==> config.mk <==
export PLATFORM = sky130hd
export DESIGN_NAME = axis_frame_receiver_flat
export DESIGN_NICKNAME = d
export VERILOG_FILES = /design/src/rtl/axis_frame_receiver_pkg.sv /design/src/rtl/axis_frame_receiver_if.sv /design/src/rtl/axis_frame_receiver_skid.sv /design/src/rtl/axis_frame_receiver.sv /design/src/flat_wrapper.sv
export SDC_FILE = /design/constraint.sdc
export NUM_CORES = 1
export LEC_CHECK = 0
export CAP_MARGIN = 20
export CORE_ASPECT_RATIO = 0.9
export CORE_UTILIZATION = 50
export CTS_CLUSTER_SIZE = 24
export DETAILED_ROUTE_END_ITERATION = 8
export PLACE_DENSITY_LB_ADDON = 0.15
export SYNTH_ARGS = -nofsm -noshare
export SYNTH_HDL_FRONTEND = slang
export SYNTH_SLANG_ARGS = --single-unit
==> constraint.sdc <==
create_clock -name i_clk -period 11.8 [get_ports i_clk]
set_input_delay 2.36 -clock i_clk [delete_from_list [all_inputs] [get_ports i_clk]]
set_output_delay 2.36 -clock i_clk [all_outputs]
set_load 0.05 [all_outputs]
==> src/rtl/axis_frame_receiver_pkg.sv <==
// rtl/axis_frame_receiver_pkg.sv - shared types and constants for the frame receiver
//
// Contents:
//   state_t       receiver FSM states (IDLE, RECV, DRAIN)
//   fifo_entry_t  default {addr, data} skid FIFO entry
//   ERR_*         bit positions inside the sticky error vector
package axis_rx_pkg;

  typedef enum logic [1:0] {
    IDLE  = 2'd0,
    RECV  = 2'd1,
    DRAIN = 2'd2
  } state_t;

  localparam int DEF_DATA_W = 32;
  localparam int DEF_ADDR_W = 12;

  typedef struct packed {
    logic [DEF_ADDR_W-1:0] addr;
    logic [DEF_DATA_W-1:0] data;
  } fifo_entry_t;

  localparam int ERR_EOL_EARLY   = 0;
  localparam int ERR_EOL_MISSING = 1;
  localparam int ERR_EOF         = 2;
  localparam int ERR_W           = 3;

endpackage

==> src/rtl/axis_frame_receiver_if.sv <==
// rtl/axis_frame_receiver_if.sv - pixel stream bundle between upscaler and receiver
//
// Signals:
//   s_axis_tdata   pixel word
//   s_axis_tvalid  pixel valid
//   s_axis_tready  sink ready (driven by the slave)
//   i_eol / i_eof  end-of-line / end-of-frame sideband, qualified by tvalid
interface axis_frame_receiver_if #(
  parameter int DATA_W = 32
);
  logic [DATA_W-1:0] s_axis_tdata;
  logic              s_axis_tvalid;
  logic              s_axis_tready;
  logic              i_eol;
  logic              i_eof;

  modport master (
    output s_axis_tdata, s_axis_tvalid, i_eol, i_eof,
    input  s_axis_tready
  );

  modport slave (
    input  s_axis_tdata, s_axis_tvalid, i_eol, i_eof,
    output s_axis_tready
  );
endinterface

==> src/rtl/axis_frame_receiver_skid.sv <==
// rtl/axis_frame_receiver_skid.sv - 2-entry skid FIFO between stream and write port
//
// Ports:
//   i_clk, i_rstn  clock, synchronous active-low reset (flushes contents)
//   i_push, i_din  write side; a push while full is ignored
//   i_pop          read side; a pop while empty is ignored
//   o_dout         head entry
//   o_cnt          occupancy 0..2
//   o_empty        occupancy is zero
module axis_skid_fifo2 import axis_rx_pkg::*; #(
  parameter type entry_t = fifo_entry_t
) (
  input  logic       i_clk,
  input  logic       i_rstn,
  input  logic       i_push,
  input  entry_t     i_din,
  input  logic       i_pop,
  output entry_t     o_dout,
  output logic [1:0] o_cnt,
  output logic       o_empty
);
  entry_t     r_mem [2];
  logic       r_wr_ptr;
  logic       r_rd_ptr;
  logic [1:0] r_cnt;
  logic       w_push;
  logic       w_pop;

  assign w_push  = i_push & (r_cnt != 2'd2);
  assign w_pop   = i_pop & (r_cnt != 2'd0);
  assign o_dout  = r_mem[r_rd_ptr];
  assign o_cnt   = r_cnt;
  assign o_empty = (r_cnt == 2'd0);

  always_ff @(posedge i_clk) begin
    if (!i_rstn) begin
      r_mem[0] <= '0;
      r_mem[1] <= '0;
      r_wr_ptr <= 1'b0;
      r_rd_ptr <= 1'b0;
      r_cnt    <= 2'd0;
    end else begin
      if (w_push) begin
        r_mem[r_wr_ptr] <= i_din;
        r_wr_ptr        <= ~r_wr_ptr;
      end
      if (w_pop) begin
        r_rd_ptr <= ~r_rd_ptr;
      end
      unique case ({w_push, w_pop})
        2'b10:   r_cnt <= r_cnt + 2'd1;
        2'b01:   r_cnt <= r_cnt - 2'd1;
        default: r_cnt <= r_cnt;
      endcase
    end
  end
endmodule

==> src/rtl/axis_frame_receiver.sv <==
// rtl/axis_frame_receiver.sv - stream sink: geometry check, linear frame-buffer writes
//
// Ports:
//   i_clk, i_rstn      clock, synchronous active-low reset
//   i_en               receive enable (gates tready only)
//   s_axis             pixel stream with eol/eof sideband (slave side)
//   o_wr_en/addr/data  frame-buffer write request, addr = y*H_OUT+x
//   i_wr_ready         write accepted when o_wr_en & i_wr_ready
//   o_busy             frame in progress
//   o_frame_done       one-cycle pulse once the last pixel has been written
//   o_frame_cnt        completed frames (wraps)
//   o_err_*            sticky framing errors, cleared by i_clr_err
module axis_frame_receiver import axis_rx_pkg::*; #(
  parameter int DATA_W = 32,
  parameter int H_OUT  = 64,
  parameter int V_OUT  = 64,
  parameter int ADDR_W = 12
) (
  input  logic              i_clk,
  input  logic              i_rstn,
  input  logic              i_en,
  axis_frame_receiver_if.slave s_axis,
  output logic              o_wr_en,
  output logic [ADDR_W-1:0] o_wr_addr,
  output logic [DATA_W-1:0] o_wr_data,
  input  logic              i_wr_ready,
  output logic              o_busy,
  output logic              o_frame_done,
  output logic [15:0]       o_frame_cnt,
  output logic              o_err_eol_early,
  output logic              o_err_eol_missing,
  output logic              o_err_eof,
  input  logic              i_clr_err
);
  localparam int X_W = $clog2(H_OUT + 1);
  localparam int Y_W = $clog2(V_OUT + 1);
  localparam logic [X_W-1:0]    X_LAST    = X_W'(H_OUT - 1);
  localparam logic [Y_W-1:0]    Y_LAST    = Y_W'(V_OUT - 1);
  localparam logic [ADDR_W-1:0] LINE_STEP = ADDR_W'(H_OUT);

  typedef struct packed {
    logic [ADDR_W-1:0] addr;
    logic [DATA_W-1:0] data;
  } entry_t;

  state_t            r_state, w_next_state;
  logic [X_W-1:0]    r_x;
  logic [Y_W-1:0]    r_y;
  logic [ADDR_W-1:0] r_base;
  logic              r_drop;
  logic [ERR_W-1:0]  r_err, w_err_set;
  logic [15:0]       r_frame_cnt;
  logic [1:0]        w_fifo_cnt;
  logic              w_fifo_empty, w_accept, w_push, w_pop, w_eol, w_eof;
  entry_t            w_push_entry, w_head;

  assign w_eol = s_axis.i_eol;
  assign w_eof = s_axis.i_eof;

  // Ready never looks at tvalid, so the upstream can't form a combinational loop.
  assign s_axis.s_axis_tready = i_en & (w_fifo_cnt < 2'd2) & (r_state != DRAIN);
  assign w_accept = s_axis.s_axis_tvalid & s_axis.s_axis_tready;
  // While resyncing after a missing eol, pixels are consumed but not written.
  assign w_push   = w_accept & ~r_drop;
  assign w_pop    = ~w_fifo_empty & i_wr_ready;

  assign w_push_entry.addr = r_base + ADDR_W'(r_x);
  assign w_push_entry.data = s_axis.s_axis_tdata;

  axis_skid_fifo2 #(.entry_t(entry_t)) u_fifo (
    .i_clk   (i_clk),
    .i_rstn  (i_rstn),
    .i_push  (w_push),
    .i_din   (w_push_entry),
    .i_pop   (w_pop),
    .o_dout  (w_head),
    .o_cnt   (w_fifo_cnt),
    .o_empty (w_fifo_empty)
  );

  assign o_wr_en   = ~w_fifo_empty;
  assign o_wr_addr = w_head.addr;
  assign o_wr_data = w_head.data;
  assign o_busy    = (r_state != IDLE);

  always_ff @(posedge i_clk) begin
    if (!i_rstn) r_state <= IDLE;
    else         r_state <= w_next_state;
  end

  always_comb begin
    w_next_state = r_state;
    o_frame_done = 1'b0;
    unique case (r_state)
      IDLE:  if (w_accept) w_next_state = w_eof ? DRAIN : RECV;
      RECV:  if (w_accept && w_eof) w_next_state = DRAIN;
      DRAIN: if (w_fifo_empty) begin
        w_next_state = IDLE;
        o_frame_done = 1'b1;
      end
      default: w_next_state = IDLE;
    endcase
  end

  always_comb begin
    w_err_set = '0;
    if (w_accept) begin
      if (!r_drop && w_eol && (r_x < X_LAST))   w_err_set[ERR_EOL_EARLY]   = 1'b1;
      if (!r_drop && !w_eol && (r_x == X_LAST)) w_err_set[ERR_EOL_MISSING] = 1'b1;
      if (w_eof && !(w_eol && (r_y == Y_LAST))) w_err_set[ERR_EOF]         = 1'b1;
      // Running past the last line without eof is also an eof fault.
      if (!w_eof && w_eol && (r_y == Y_LAST))   w_err_set[ERR_EOF]         = 1'b1;
    end
  end

  // Geometry counters; r_base tracks y*H_OUT so no multiplier is needed.
  always_ff @(posedge i_clk) begin
    if (!i_rstn) begin
      r_x    <= '0;
      r_y    <= '0;
      r_base <= '0;
      r_drop <= 1'b0;
    end else if (w_accept) begin
      if (w_eof) begin
        r_x    <= '0;
        r_y    <= '0;
        r_base <= '0;
        r_drop <= 1'b0;
      end else if (w_eol) begin
        r_x    <= '0;
        r_drop <= 1'b0;
        if (r_y == Y_LAST) begin
          r_y    <= '0;
          r_base <= '0;
        end else begin
          r_y    <= r_y + Y_W'(1);
          r_base <= r_base + LINE_STEP;
        end
      end else if (!r_drop) begin
        if (r_x == X_LAST) r_drop <= 1'b1;
        else               r_x    <= r_x + X_W'(1);
      end
    end
  end

  // Set takes priority over a simultaneous clear.
  always_ff @(posedge i_clk) begin
    if (!i_rstn) begin
      r_err       <= '0;
      r_frame_cnt <= '0;
    end else begin
      r_err <= (i_clr_err ? '0 : r_err) | w_err_set;
      if (o_frame_done) r_frame_cnt <= r_frame_cnt + 16'd1;
    end
  end

  assign o_frame_cnt       = r_frame_cnt;
  assign o_err_eol_early   = r_err[ERR_EOL_EARLY];
  assign o_err_eol_missing = r_err[ERR_EOL_MISSING];
  assign o_err_eof         = r_err[ERR_EOF];
endmodule

==> src/flat_wrapper.sv <==
// flat-port wrapper written by rule: the top's interface ports become plain ports
module axis_frame_receiver_flat import axis_rx_pkg::*;
#(
  parameter int DATA_W = 32,
  parameter int H_OUT  = 64,
  parameter int V_OUT  = 64,
  parameter int ADDR_W = 12
)
  (i_clk, i_rstn, i_en, o_wr_en, o_wr_addr, o_wr_data, i_wr_ready, o_busy, o_frame_done, o_frame_cnt, o_err_eol_early, o_err_eol_missing, o_err_eof, i_clr_err, s_axis_s_axis_tdata, s_axis_s_axis_tvalid, s_axis_i_eol, s_axis_i_eof, s_axis_s_axis_tready);
  axis_frame_receiver_if #(.DATA_W(DATA_W)) s_axis_i ();
  input  logic i_clk;
  input  logic i_rstn;
  input  logic i_en;
  output logic o_wr_en;
  output logic [ADDR_W-1:0] o_wr_addr;
  output logic [DATA_W-1:0] o_wr_data;
  input  logic i_wr_ready;
  output logic o_busy;
  output logic o_frame_done;
  output logic [15:0] o_frame_cnt;
  output logic o_err_eol_early;
  output logic o_err_eol_missing;
  output logic o_err_eof;
  input  logic i_clr_err;
  input wire logic [$bits(s_axis_i.s_axis_tdata)-1:0] s_axis_s_axis_tdata;
  input wire logic [$bits(s_axis_i.s_axis_tvalid)-1:0] s_axis_s_axis_tvalid;
  input wire logic [$bits(s_axis_i.i_eol)-1:0] s_axis_i_eol;
  input wire logic [$bits(s_axis_i.i_eof)-1:0] s_axis_i_eof;
  output wire logic [$bits(s_axis_i.s_axis_tready)-1:0] s_axis_s_axis_tready;
  assign s_axis_i.s_axis_tdata = s_axis_s_axis_tdata;
  assign s_axis_i.s_axis_tvalid = s_axis_s_axis_tvalid;
  assign s_axis_i.i_eol = s_axis_i_eol;
  assign s_axis_i.i_eof = s_axis_i_eof;
  assign s_axis_s_axis_tready = s_axis_i.s_axis_tready;
  axis_frame_receiver #(.DATA_W(DATA_W), .H_OUT(H_OUT), .V_OUT(V_OUT), .ADDR_W(ADDR_W)) u_core (.i_clk(i_clk), .i_rstn(i_rstn), .i_en(i_en), .s_axis(s_axis_i), .o_wr_en(o_wr_en), .o_wr_addr(o_wr_addr), .o_wr_data(o_wr_data), .i_wr_ready(i_wr_ready), .o_busy(o_busy), .o_frame_done(o_frame_done), .o_frame_cnt(o_frame_cnt), .o_err_eol_early(o_err_eol_early), .o_err_eol_missing(o_err_eol_missing), .o_err_eof(o_err_eof), .i_clr_err(i_clr_err));
endmodule
# Word-level counts from Yosys, hierarchy flattened
# Memory sizes are Yosys's and may differ from the RTL's. A register that Yosys moved wholly into a read port is not among the register bits.
# Index checks and enable logic that the tools add are counted.
[word_totals] elab_cells=105 mem_count=1 output_inout_bits=67 register_bits=52 mem_bits_rw=88 in_bits=40
[mem_list] memory="u_core.u_fifo.r_mem" words=2 word_bits=44 rd=1 rd_ports_with_merged_regs=1 write_ports=2 line="axis_frame_receiver_skid.sv:22" rtl="entry_t r_mem [2];"
[classes] bitwise_logic=12 n_eq_ne=13 reduce_logical=23 magnitude_cmp=2 n_addsub=7 mux=37
[op_table] op="$mux 7" n=7
[op_table] op="$mux 44" n=1
[op_table] op="$reduce_or 44->1" n=1
[op_table] op="$mux 12" n=3
[op_table] op="$mux 1" n=18
[op_table] op="$add 16x1->16 const B" n=1
[op_table] op="$add 7x1->7 const B" n=2
[op_table] op="$eq 7x6->1 const B" n=2
[op_table] op="$add 12x7->12" n=1
[op_table] op="$add 12x7->12 const B" n=1
[op_table] op="$logic_and 1x1->1" n=9
[op_table] op="$mux 2" n=4
[op_table] op="$reduce_bool 2->1" n=4
[op_table] op="$and 1x1->1" n=7
[op_table] op="$lt 7x6->1 const B" n=1
[op_table] op="$mux 3" n=2
[op_table] op="$ne 2x1->1 const B" n=3
[op_table] op="$ne 3x3->1 const B" n=2
[op_table] op="$pmux 2 s3" n=1
[op_table] op="$reduce_and 3->1" n=2
[op_table] op="$eq 2x1->1 const B" n=2
[op_table] op="$eq 2x2->1 const B" n=2
[op_table] op="$logic_not 1->1" n=4
[op_table] op="$logic_not 2->1" n=2
[op_table] op="8 further kinds" n=12

# Depth between registers and ports, before layout
# Gate-level depths: netlist (run 1).
[depth] word_depth=11 depth_mapped=7

# Hierarchy
# From an unflattened synthesis (run 1), not the netlist that was laid out.
[unflattened] cells_unflattened=567 area_unflattened_um2=6263.5
[by_module_without_submodules] module="axis_skid_fifo2" area_each_um2=4038.9 cells_each=308 instances=1
[by_module_without_submodules] module="axis_frame_receiver" area_each_um2=2224.6 cells_each=259 instances=1

# Worst setup path before layout (run 1)
# No wires, ideal clock.
[synth_timing] path_type="input -> register" startpoint="input port i_en" endpoint="memory u_core.u_fifo.r_mem[0][0] (netlist name), enable pin" stages=4 setup_ns=0.506 path_slack_ns=5.204 arrival_time_ns=6.090 path_cell_list="nand2b_4 nor4b_4 inv_2 o21ai_0"
[synth_lines] element="from (decl)" line="flat_wrapper.sv:13" rtl="input logic i_en;"
[synth_lines] element="to (decl)" line="axis_frame_receiver_skid.sv:22"

# Worst setup path after layout (run 1)
[layout_timing] startpoint="input port i_en" endpoint="output port s_axis_s_axis_tready"
[layout_between] elab_chain_cells=2
[layout_rtl] element="$and 1x1->1 (2 in a row)" line="axis_frame_receiver.sv:61" rtl="assign s_axis.s_axis_tready = i_en & (w_fifo_cnt < 2'd2) & (r_state != DRAIN);"
[layout_rtl] element="to (decl)" line="flat_wrapper.sv:29" rtl="output wire logic [$bits(s_axis_i.s_axis_tready)-1:0] s_axis_s_axis_tready;"
# Every way passes these cells.

==> results of run 1 <==
## metrics by stage
stage               worst slack [ns]  power (W)  util [%]  instances
global placement                5.59   0.000938      62.0        729
global route                    5.53    0.00146      66.9        763
finish                          5.58    0.00141      66.9        763
detailed placement              5.59   0.000943      62.2        730
floorplan                       5.20   0.000826         -        484
CTS                             5.57    0.00141      66.7        762
## metal layers
metal / track usage, % / part of all wire [%] / vias up
li1: - / - / 1928
met4: 8.59 / 1.6 / 0
met2: 32.0 / 49 / 96
met5: 0 / 0 / -
met3: 4.72 / 4.5 / 16
met1: 25.0 / 45 / 1956
## state kept, by name (all words and copies together), names as in the netlist, named ones only
signal,cells
u_core.r_drop,1
u_core.u_fifo.o_cnt,2
u_core.r_base,6
u_core.u_fifo.r_wr_ptr,1
u_core.u_fifo.r_rd_ptr,1
u_core.r_x,7
u_core.r_err,3
u_core.r_state,2
u_core.o_frame_cnt,16
u_core.r_y,7
u_core.u_fifo.r_mem,88
## final cells by class
class | instances | area [µm²] | share of cell area (%)
inverter | 5 | 18.8 | 0.243
sequential | 135 | 3580 | 46.5
multi-input combinational | 323 | 2260 | 29.3
tap | 156 | 195 | 2.53
timing repair buffer | 112 | 1130 | 14.7
clock inverter | 7 | 55.1 | 0.714
clock buffer | 25 | 465 | 6.04
## synth_stat cells (2+ instances only)
cell      count
xnor2_1      10
edfxtp_1     88
nor4b_4       2
o21a_1        2
o21ai_0      16
and4_1        4
buf_2         3
clkbuf_1     11
mux2i_1       2
mux2_2       44
nand2b_1      2
nor3_1        3
nor2b_1       2
ha_1          6
nor2_1       48
buf_6         2
inv_1         3
nand2_1      18
or2_2         2
a21oi_1       8
dfxtp_1      47
and2_1       80
buf_4         2
clkbuf_2      3
nand4_1      12
nand3b_1      2
nor4_1        3
or3_1         4
nand3_1      13
xor2_1       23
and3_1        7
## path summary, 6_finish.rpt
check	to
max reg2reg	u_core.u_fifo.r_mem[1][29]
min	u_core.r_x[6]
min reg2reg	u_core.r_x[6]
max	s_axis_s_axis_tready
## placed cells by master, fill, tap and decap left out, types with 3 or more instances in the layout
cell and instances:
nor4_1 3, nand3_1 13, xnor2_1 10, clkinv_1 5, or3_1 4, dfxtp_1 46
and2_1 80, and4_1 4, a21oi_1 8, and3_1 7, edfxtp_1 88, clkbuf_16 17
xor2_1 23, ha_1 6, mux2_2 44, o21ai_0 15, inv_1 3, buf_4 4
nor3_1 3, nand2_1 17, nand4_1 12, clkbuf_1 7, clkdlybuf4s50_1 106, nor2_1 48
## critical path: stages
cell             delay, ns
clkdlybuf4s50_1       0.51
nand2b_4              0.09
nor2_1                0.10
clkdlybuf4s50_1       0.81
## kinds of logic after synthesis
family	count (synthesis)	share of synthesized area, %
DFF	135	60.2
xor gates and xnor gates	33	4.85
and+or+nand+nor	207	19.9
buffers and inverters	26	2.14
muxes	46	8.66
adders and majority gates	6	1.26
AOI/OAI and AO/OA	31	3.05
## power breakdown
| part | leakage (nW) | total, W | internal [W] | switching, W |
|---|---|---|---|---|
| logic | 1.27 | 0.000375 | 0.000145 | 0.000230 |
| clock network | 0.253 | 0.000469 | 0.000291 | 0.000178 |
| registers | 1.30 | 0.000561 | 0.000538 | 0.0000226 |
| total | 2.83 | 0.00141 | 0.000974 | 0.000431 |
==> impl_metrics.env, run 1 <==
export IMPL_drive_gt1_share_pct=13.8
export IMPL_nets=640
export IMPL_grt_max_degree=45
export IMPL_dieWidth_um=117
export IMPL_reg2reg_slack_ns=9.28
export IMPL_finalCriticalPeriod_ns=6.22
export IMPL_cp_data_required_time_ns=9.44
export IMPL_outcome="completed"
export IMPL_die_area_mm2=0.0124
export IMPL_cts_tree="yes"
export IMPL_hold_viol_final=0
export IMPL_netlist_instances=484
export IMPL_critPathArrivalTime_ns=3.86
export IMPL_clock_sinks=135
export IMPL_via_per_inst=5.24
export IMPL_cap_violations=0
export IMPL_synth_top_area_share_pct=44.4
export IMPL_worstSetupPathType="in2out"
export IMPL_yosys_area_top_type="edfxtp_1"
export IMPL_cts_buffers=17
export IMPL_antenna_found_initial=0
export IMPL_ir_drop_mv=0.113
export IMPL_area_growth_synth_to_final_pct=29.4
export IMPL_crit_path_start_kind="primary input"
export IMPL_period_share_pct=52.7
export IMPL_hold_depth=2
export IMPL_drc=0
export IMPL_rsz0062_at_grt="false"
export IMPL_yosysWarnings=0
export IMPL_setup_viol=0
export IMPL_first_iter_violations=260
export IMPL_postCtsHoldBufs=0
export IMPL_postCtsResizedCells=0
export IMPL_slew_headroom_pct=43.1
export IMPL_hold_worst_slack_ns=0.471
export IMPL_die_y_um=106
export IMPL_setup_tns_final_ns=0
export IMPL_grt_overflow_total=0
export IMPL_vias=3996
export IMPL_syn_nets=530
export IMPL_fillCellCount=880
export IMPL_async_flop_share_pct=0
export IMPL_yosysUniqueCellTypes=43
export IMPL_critPathMaxFanout=5
export IMPL_slew_violations=0
export IMPL_ctsLongestPathBuffers=2
export IMPL_io_buffers=106
export IMPL_start_util_pct=51.7
export IMPL_netlist_area_mm2=0.00596
export IMPL_cts_setup_buffers=0
export IMPL_core_mm2=0.0115
export IMPL_r2r_start="u_core.r_state[0]"
export IMPL_tightest_slew_ns=0.848
export IMPL_ff2ff_path_depth=5
export IMPL_num_io_pins=107
export IMPL_rows=37
export IMPL_placed_area_mm2=0.00717
export IMPL_track_usage_pct=19.7
export IMPL_drtPass1Iterations=4
export IMPL_min_from="u_core.r_x[6]"
export IMPL_skew_ns=0.00588
export IMPL_synth_flop_cell="edfxtp_1"
export IMPL_routed_wl_mm=11.6
export IMPL_startpoint="i_en"
export IMPL_ant_nets=0
export IMPL_post_dp_hpwl_mm=7.19
export IMPL_synth_edff_count=88
export IMPL_grt_pass1_vias=3811
export IMPL_p_leak_nw=2.83
export IMPL_path_clk_slew_ns=0.05
export IMPL_ys_seq_area_share_pct=60.2
export IMPL_ys_ff_latch=135
export IMPL_cp_end_kind="output pin"
export IMPL_syn_avg_cell_area_um2=12.3
export IMPL_power_density_mw_per_mm2=182
export IMPL_place_gp_congestion=0.792
export IMPL_fmax_mhz=161
export IMPL_diodes=0
export IMPL_clk_latency_ns=0.41
export IMPL_cts_root_buf="clkbuf_16"
export IMPL_cts_max_level=4
export IMPL_wl_per_cell_um=15.2
export IMPL_stdcell_area_mm2=0.00771
export IMPL_netlist_top_cells_area="edfxtp_1, dfxtp_1, and2_1"
export IMPL_hp_class="reg2reg"
export IMPL_grt_pass1_wl_mm=18.2
Power figures use the tool's default switching activity.
==> run 2: changes to the inputs <==
--- a/config.mk
+++ b/config.mk
@@ -7,7 +7,7 @@
 export LEC_CHECK = 0
 export CAP_MARGIN = 20
 export CORE_ASPECT_RATIO = 0.9
-export CORE_UTILIZATION = 50
+export CORE_UTILIZATION = 47
 export CTS_CLUSTER_SIZE = 24
 export DETAILED_ROUTE_END_ITERATION = 8
 export PLACE_DENSITY_LB_ADDON = 0.15
==> constraint.sdc (replaced) <==
create_clock -name i_clk -period 5.2 [get_ports i_clk]
set_input_delay 1.04 -clock i_clk [delete_from_list [all_inputs] [get_ports i_clk]]
set_output_delay 1.04 -clock i_clk [all_outputs]
set_load 0.05 [all_outputs]
==> run 2 against run 1 <==
Clock-buffer cell count shrank 8; sequential power grew 130%; cell count grew 0.52%; flip-flop and latch count is the same; combinational power grew 130%; routed wire length shrank 1.4%; critical path depth is the same; critical endpoint unchanged; largest cell class unchanged; highest routed layer unchanged.
==> impl_metrics.env, run 2 (same netlist as run 1, synthesis figures left out) <==
export IMPL_drtPass1Iterations=4
export IMPL_regMostFlops="u_core.u_fifo.r_mem"
export IMPL_worstSetupPathType="in2out"
export IMPL_routed_wl_mm=11.4
export IMPL_nets=641
export IMPL_postCtsResizedCells=0
export IMPL_start_util_pct=48.7
export IMPL_area_growth_synth_to_final_pct=30.4
export IMPL_drc=0
export IMPL_setup_tns_final_ns=0
export IMPL_path_clk_slew_ns=0.05
export IMPL_outcome="completed"
export IMPL_p_int_w=0.00225
export IMPL_die_y_um=109
export IMPL_vias=3910
export IMPL_cp_data_required_time_ns=4.16
export IMPL_power_density_mw_per_mm2=418
export IMPL_dieWidth_um=121
export IMPL_cpMaxStageDelayCell="clkdlybuf4s50_1"
export IMPL_cts_buffers=17
export IMPL_clock_sinks=135
export IMPL_core_mm2=0.0122
export IMPL_pwr_share_comb_pct=26.1
export IMPL_diodes=0
export IMPL_max_stage_delay_ns=0.81
export IMPL_via_per_inst=5.10
export IMPL_cts_max_level=4
export IMPL_place_gp_congestion=0.808
export IMPL_crit_path_start_kind="primary input"
export IMPL_postCtsHoldBufs=0
export IMPL_die_area_mm2=0.0131
export IMPL_io_buffers=106
export IMPL_skew_ns=0.00709
export IMPL_grt_pass1_wl_mm=17.9
export IMPL_clkPwrFrac_pct=34.5
export IMPL_cp_common_cell="clkdlybuf4s50_1"
export IMPL_grt_pass1_vias=3744
export IMPL_ff2ff_path_depth=5
export IMPL_largest_reg_flops=88
export IMPL_path_cells="clkdlybuf4s50_1 -> nand2b_4 -> nor2_1 -> clkdlybuf4s50_1"
export IMPL_wl_per_cell_um=14.9
export IMPL_cts_tree="yes"
export IMPL_grt_overflow_total=0
export IMPL_period_share_pct=68.6
export IMPL_p_switching_w=0.00100
export IMPL_reg2reg_slack_ns=2.86
export IMPL_final_common_cell="clkdlybuf4s50_1"
export IMPL_cp_end_kind="output pin"
export IMPL_hp_class="reg2reg"
export IMPL_grt_max_degree=45
export IMPL_post_dp_hpwl_mm=7.14
export IMPL_ant_nets=0
export IMPL_p_sw_share_pct=30.8
export IMPL_tightest_slew_ns=0.673
export IMPL_track_usage_pct=18.0
export IMPL_critPathArrivalTime_ns=2.53
export IMPL_ir_drop_mv=0.230
export IMPL_drive_gt1_share_pct=15.3
export IMPL_hold_depth=2
export IMPL_rows=38
export IMPL_final_cell_mix="clkdlybuf4s50_1, edfxtp_1, and2_1, nor2_1, dfxtp_1"
export IMPL_fmax_mhz=280
export IMPL_hold_viol_final=0
export IMPL_critPathMaxFanout=5
export IMPL_antenna_found_initial=0
export IMPL_cts_root_buf="clkbuf_16"
export IMPL_first_iter_violations=256
export IMPL_ctsLongestPathBuffers=2
export IMPL_setup_viol=0
export IMPL_clk_latency_ns=0.40
export IMPL_p_leak_nw=2.84
export IMPL_p_seq_share_pct=39.4
export IMPL_cts_setup_buffers=0
export IMPL_fin_total_pwr_w=0.00325
export IMPL_cap_violations=0
export IMPL_rsz0062_at_grt="false"
export IMPL_num_io_pins=107
export IMPL_slew_headroom_pct=55.0
export IMPL_slew_violations=0
export IMPL_finalCriticalPeriod_ns=3.57
-- run 2: area by class of cell --
class,count,area (µm²)
clock buffer,17,425
multi-input combinational,323,2260
tap,160,200
sequential,135,3580
fill,955,4450
clock inverter,14,134
timing repair buffer,113,1150
inverter,5,18.8
-- run 2: path summary, 6_finish.rpt --
| path | endpoint | startpoint |
|---|---|---|
| max | s_axis_s_axis_tready | i_en |
| min | u_core.r_x[6] | u_core.r_x[6] |
| max reg2reg | u_core.u_fifo.r_mem[0][30] | u_core.r_state[0] |
| min reg2reg | u_core.r_x[6] | u_core.r_x[6] |
-- run 2: stage by stage --
step | cells | cell area [µm²] | worst slack (ns) | hold WS [ns] | util (%)
2_1_floorplan | 484 | 5960 | 1.11 | 0.438 | -
3_3_place_gp | 734 | 7160 | 1.53 | 0.467 | 58.6
3_5_place_dp | 734 | 7160 | 1.48 | 0.474 | 58.6
4_1_cts | 765 | 7720 | 1.48 | 0.482 | 63.2
5_1_grt | 767 | 7770 | 1.60 | 0.502 | 63.6
6_report | 767 | 7770 | 1.63 | 0.483 | 63.6
-- run 2: layer usage --
layer / share of wire, % / global-route usage (%) / wire [µm] / vias to the layer above
met5: 0 / 0 / 0 / -
met4: 0.66 / 6.97 / 76 / 0
met3: 4.7 / 5.33 / 542 / 6
met2: 48 / 28.8 / 5480 / 95
met1: 47 / 23.1 / 5330 / 1882
li1: - / - / - / 1927
-- run 2: critical path: cells and delay by family --
kind,cells,cell delay [ns]
buffers and inverters,2,1.32
and+or+nand+nor,2,0.17
-- run 2: power by group through the flow --
stage               Combinational, W  Sequential, W  Clock, W
finish                      0.000848        0.00128   0.00112
global route                0.000884        0.00129   0.00119
CTS                         0.000819        0.00130   0.00115
detailed placement          0.000815        0.00132         0
global placement            0.000811        0.00132         0
floorplan                   0.000597        0.00128         0
==> RTL change: new RTL, flow settings as in run 2 <==
`DATA_W` is set to 32 in 3 places; all go to 64.
--- a/src/rtl/axis_frame_receiver_if.sv
+++ b/src/rtl/axis_frame_receiver_if.sv
@@ -6,7 +6,7 @@
 //   s_axis_tready  sink ready (driven by the slave)
 //   i_eol / i_eof  end-of-line / end-of-frame sideband, qualified by tvalid
 interface axis_frame_receiver_if #(
-  parameter int DATA_W = 32
+  parameter int DATA_W = 64
 );
   logic [DATA_W-1:0] s_axis_tdata;
   logic              s_axis_tvalid;
--- a/src/rtl/axis_frame_receiver.sv
+++ b/src/rtl/axis_frame_receiver.sv
@@ -11,7 +11,7 @@
 //   o_frame_cnt        completed frames (wraps)
 //   o_err_*            sticky framing errors, cleared by i_clr_err
 module axis_frame_receiver import axis_rx_pkg::*; #(
-  parameter int DATA_W = 32,
+  parameter int DATA_W = 64,
   parameter int H_OUT  = 64,
   parameter int V_OUT  = 64,
   parameter int ADDR_W = 12
--- a/src/flat_wrapper.sv
+++ b/src/flat_wrapper.sv
@@ -1,7 +1,7 @@
 // flat-port wrapper written by rule: the top's interface ports become plain ports
 module axis_frame_receiver_flat import axis_rx_pkg::*;
 #(
-  parameter int DATA_W = 32,
+  parameter int DATA_W = 64,
   parameter int H_OUT  = 64,
   parameter int V_OUT  = 64,
   parameter int ADDR_W = 12
Interface: changed (resized o_wr_data and s_axis_s_axis_tdata); port bits go from 107 to 171. The function was not compared with the original's and may differ.
==> RTL change against run 2 <==
- clock power grew 19%
- highest routed layer unchanged
- clock skew grew 0.0010 ns
- critical endpoint is now o_wr_data[43]
- sequential power grew 53%
- routed wire length grew 61%
- area after synthesis grew 48%
- cell area grew 46%
- power grew 45%
- largest cell class unchanged
- worst setup slack lost 0.17 ns
- sequential cell count grew 64
==> RTL change: results (changes against run 2) <==
[route]
wl_met3_um=993  ; was 542 um
wl_met2_um=9099  ; was 5481 um
top_layer_used=met4  ; unchanged
vias=5752  ; was 3910
vias_per_cell=5.263  ; was 5.098
wirelength_met1_um=8082  ; was 5333 um
first_pass_iters=5  ; was 4
drt-initial-drc-count=311  ; was 256

[synth]
synthMuxAreaShare_pct=10.05  ; was 8.655%
synth_common_cells=152 x edfxtp_1, 144 x and2_1, 77 x mux2_2  ; was 88 x edfxtp_1, 80 x and2_1, 48 x nor2_1
synth_fa_ha_area_share_pct=0.8503  ; was 1.261%
synthTopCellsByArea=edfxtp_1 52%, dfxtp_1 11%, and2_1 10%  ; was edfxtp_1 44%, dfxtp_1 16%, and2_1 8.4%
yosys.cell_types.count=56  ; was 43
syn_avg_cell_area_um2=13.08  ; was 12.31 um2
yosysSeqAreaShare_pct=62.36  ; was 60.17%
synth-xor-area-share_pct=2.480  ; was 4.853%
synth_edf_count=152  ; was 88
synth_ff_type=edfxtp_1  ; unchanged
synth_compound_area_share_pct=3.189  ; was 3.046%
syn-num-nets=753  ; was 530

[setup_path]
crit_arrival_ns=2.70  ; was 2.53 ns
cpPeakStageDelay_ns=1.04  ; was 0.81 ns
rrSetupSlack_ns=2.60  ; was 2.86 ns
critPathMaxFanout=76  ; was 5
critPathTopFamily=flip-flops  ; was buffers and inverters
reg2reg_to=u_core.u_fifo.r_mem[1][18]  ; was u_core.u_fifo.r_mem[0][30]
rr_startpoint=u_core.u_fifo.o_cnt[1]  ; was u_core.r_state[0]
cp_slowest_cell=dfxtp_4  ; was clkdlybuf4s50_1

[finish]
drive_gt1_share_pct=14.98  ; was 15.32%
nets=913  ; was 641
largest_reg_flops=152  ; was 88
antennaDiodeCount=0  ; unchanged

[placed_design]
place_congestion=0.9461  ; was 0.8079
port_buffers=170  ; was 106
place_inst=1060  ; was 734
place_ws_ns=1.476  ; was 1.482 ns
placed_cell_area_mm2=0.01074  ; was 0.007161 mm2

[global_routing]
grt_pass1_wl_um=29550  ; was 17880 um
track_usage_pct=19.66  ; was 17.99%
grt_max_degree=77  ; was 45
antenna_found_initial=0  ; unchanged

[power_and_ir_drop]
max-vdd-ir-drop_mv=0.2533  ; was 0.2296 mV
p_leak_nw=4.106  ; was 2.843 nW

[worst_hold_path]
hold_depth=2  ; unchanged
hp-start=u_core.o_frame_cnt[15]  ; was u_core.r_x[6]

[clock_tree]
ctsRootBufferMaster=clkbuf_16  ; unchanged
clk_latency_ns=0.44  ; was 0.40 ns

[sta]
whs_ns=0.4985  ; was 0.4827 ns
tightest_slew_ns=1.083  ; was 0.6729 ns
clock_skew_ns=0.008102  ; was 0.007094 ns

[outcome]
run_status=complete, no violations  ; unchanged

==> RTL change: cell count changes after synthesis, sizes merged, moves of 5 or more <==
| cell | run 2 | this run |
|---|---|---|
| xor2 | 23 | 15 |
| nor4 | 3 | 9 |
| and2 | 80 | 144 |
| clkbuf | 14 | 24 |
| nor2 | 48 | 38 |
| o21ai | 16 | 9 |
| edfxtp | 88 | 152 |
| nand2 | 18 | 23 |
| mux2 | 44 | 77 |
==> RTL change: metal layers <==
metal	track usage, %	vias to the layer above
li1	-	2744
met1	24.95	2803
met2	33.28	175
met3	5.121	30
met4	5.440	0
met5	0	-
==> RTL change: how the worst max path moves through the flow <==
stage	from	endpoint	slack, ns	depth (start not counted)
after floorplan	i_en	u_core.u_fifo.r_mem[0][0]	1.12	5
after detailed placement	i_en	u_core.u_fifo.r_mem[1][30]	1.48	6
after CTS	flop	o_wr_addr[0]	1.41	2
after global placement	i_en	u_core.u_fifo.r_mem[1][30]	1.55	6
after global routing	flop	o_wr_data[1]	1.33	2
final	flop	o_wr_data[43]	1.46	2
==> RTL change: kinds of logic after synthesis <==
group | count (synthesis)
fa+ha+maj | 6
mux | 79
simple gates | 282
xor+xnor | 25
compound gates | 43
buf+inv | 41
flops | 199
==> RTL change: layout make-up <==
cell class / count / area share (%)
Clock buffer: 18 / 3.776
Clock inverter: 14 / 1.453
Tap cell: 245 / 2.697
Inverter: 6 / 0.1982
Sequential cell: 199 / 48.48
Multi-Input combinational cell: 435 / 27.74
Timing Repair Buffer: 176 / 15.66
==> RTL change: report_power, final <==
part | switching (mW) | leakage (nW) | internal [mW]
Sequential | 0.130 | 1.97 | 1.83
Combinational | 0.861 | 1.85 | 0.553
Clock | 0.611 | 0.283 | 0.724
Total | 1.60 | 4.11 | 3.11
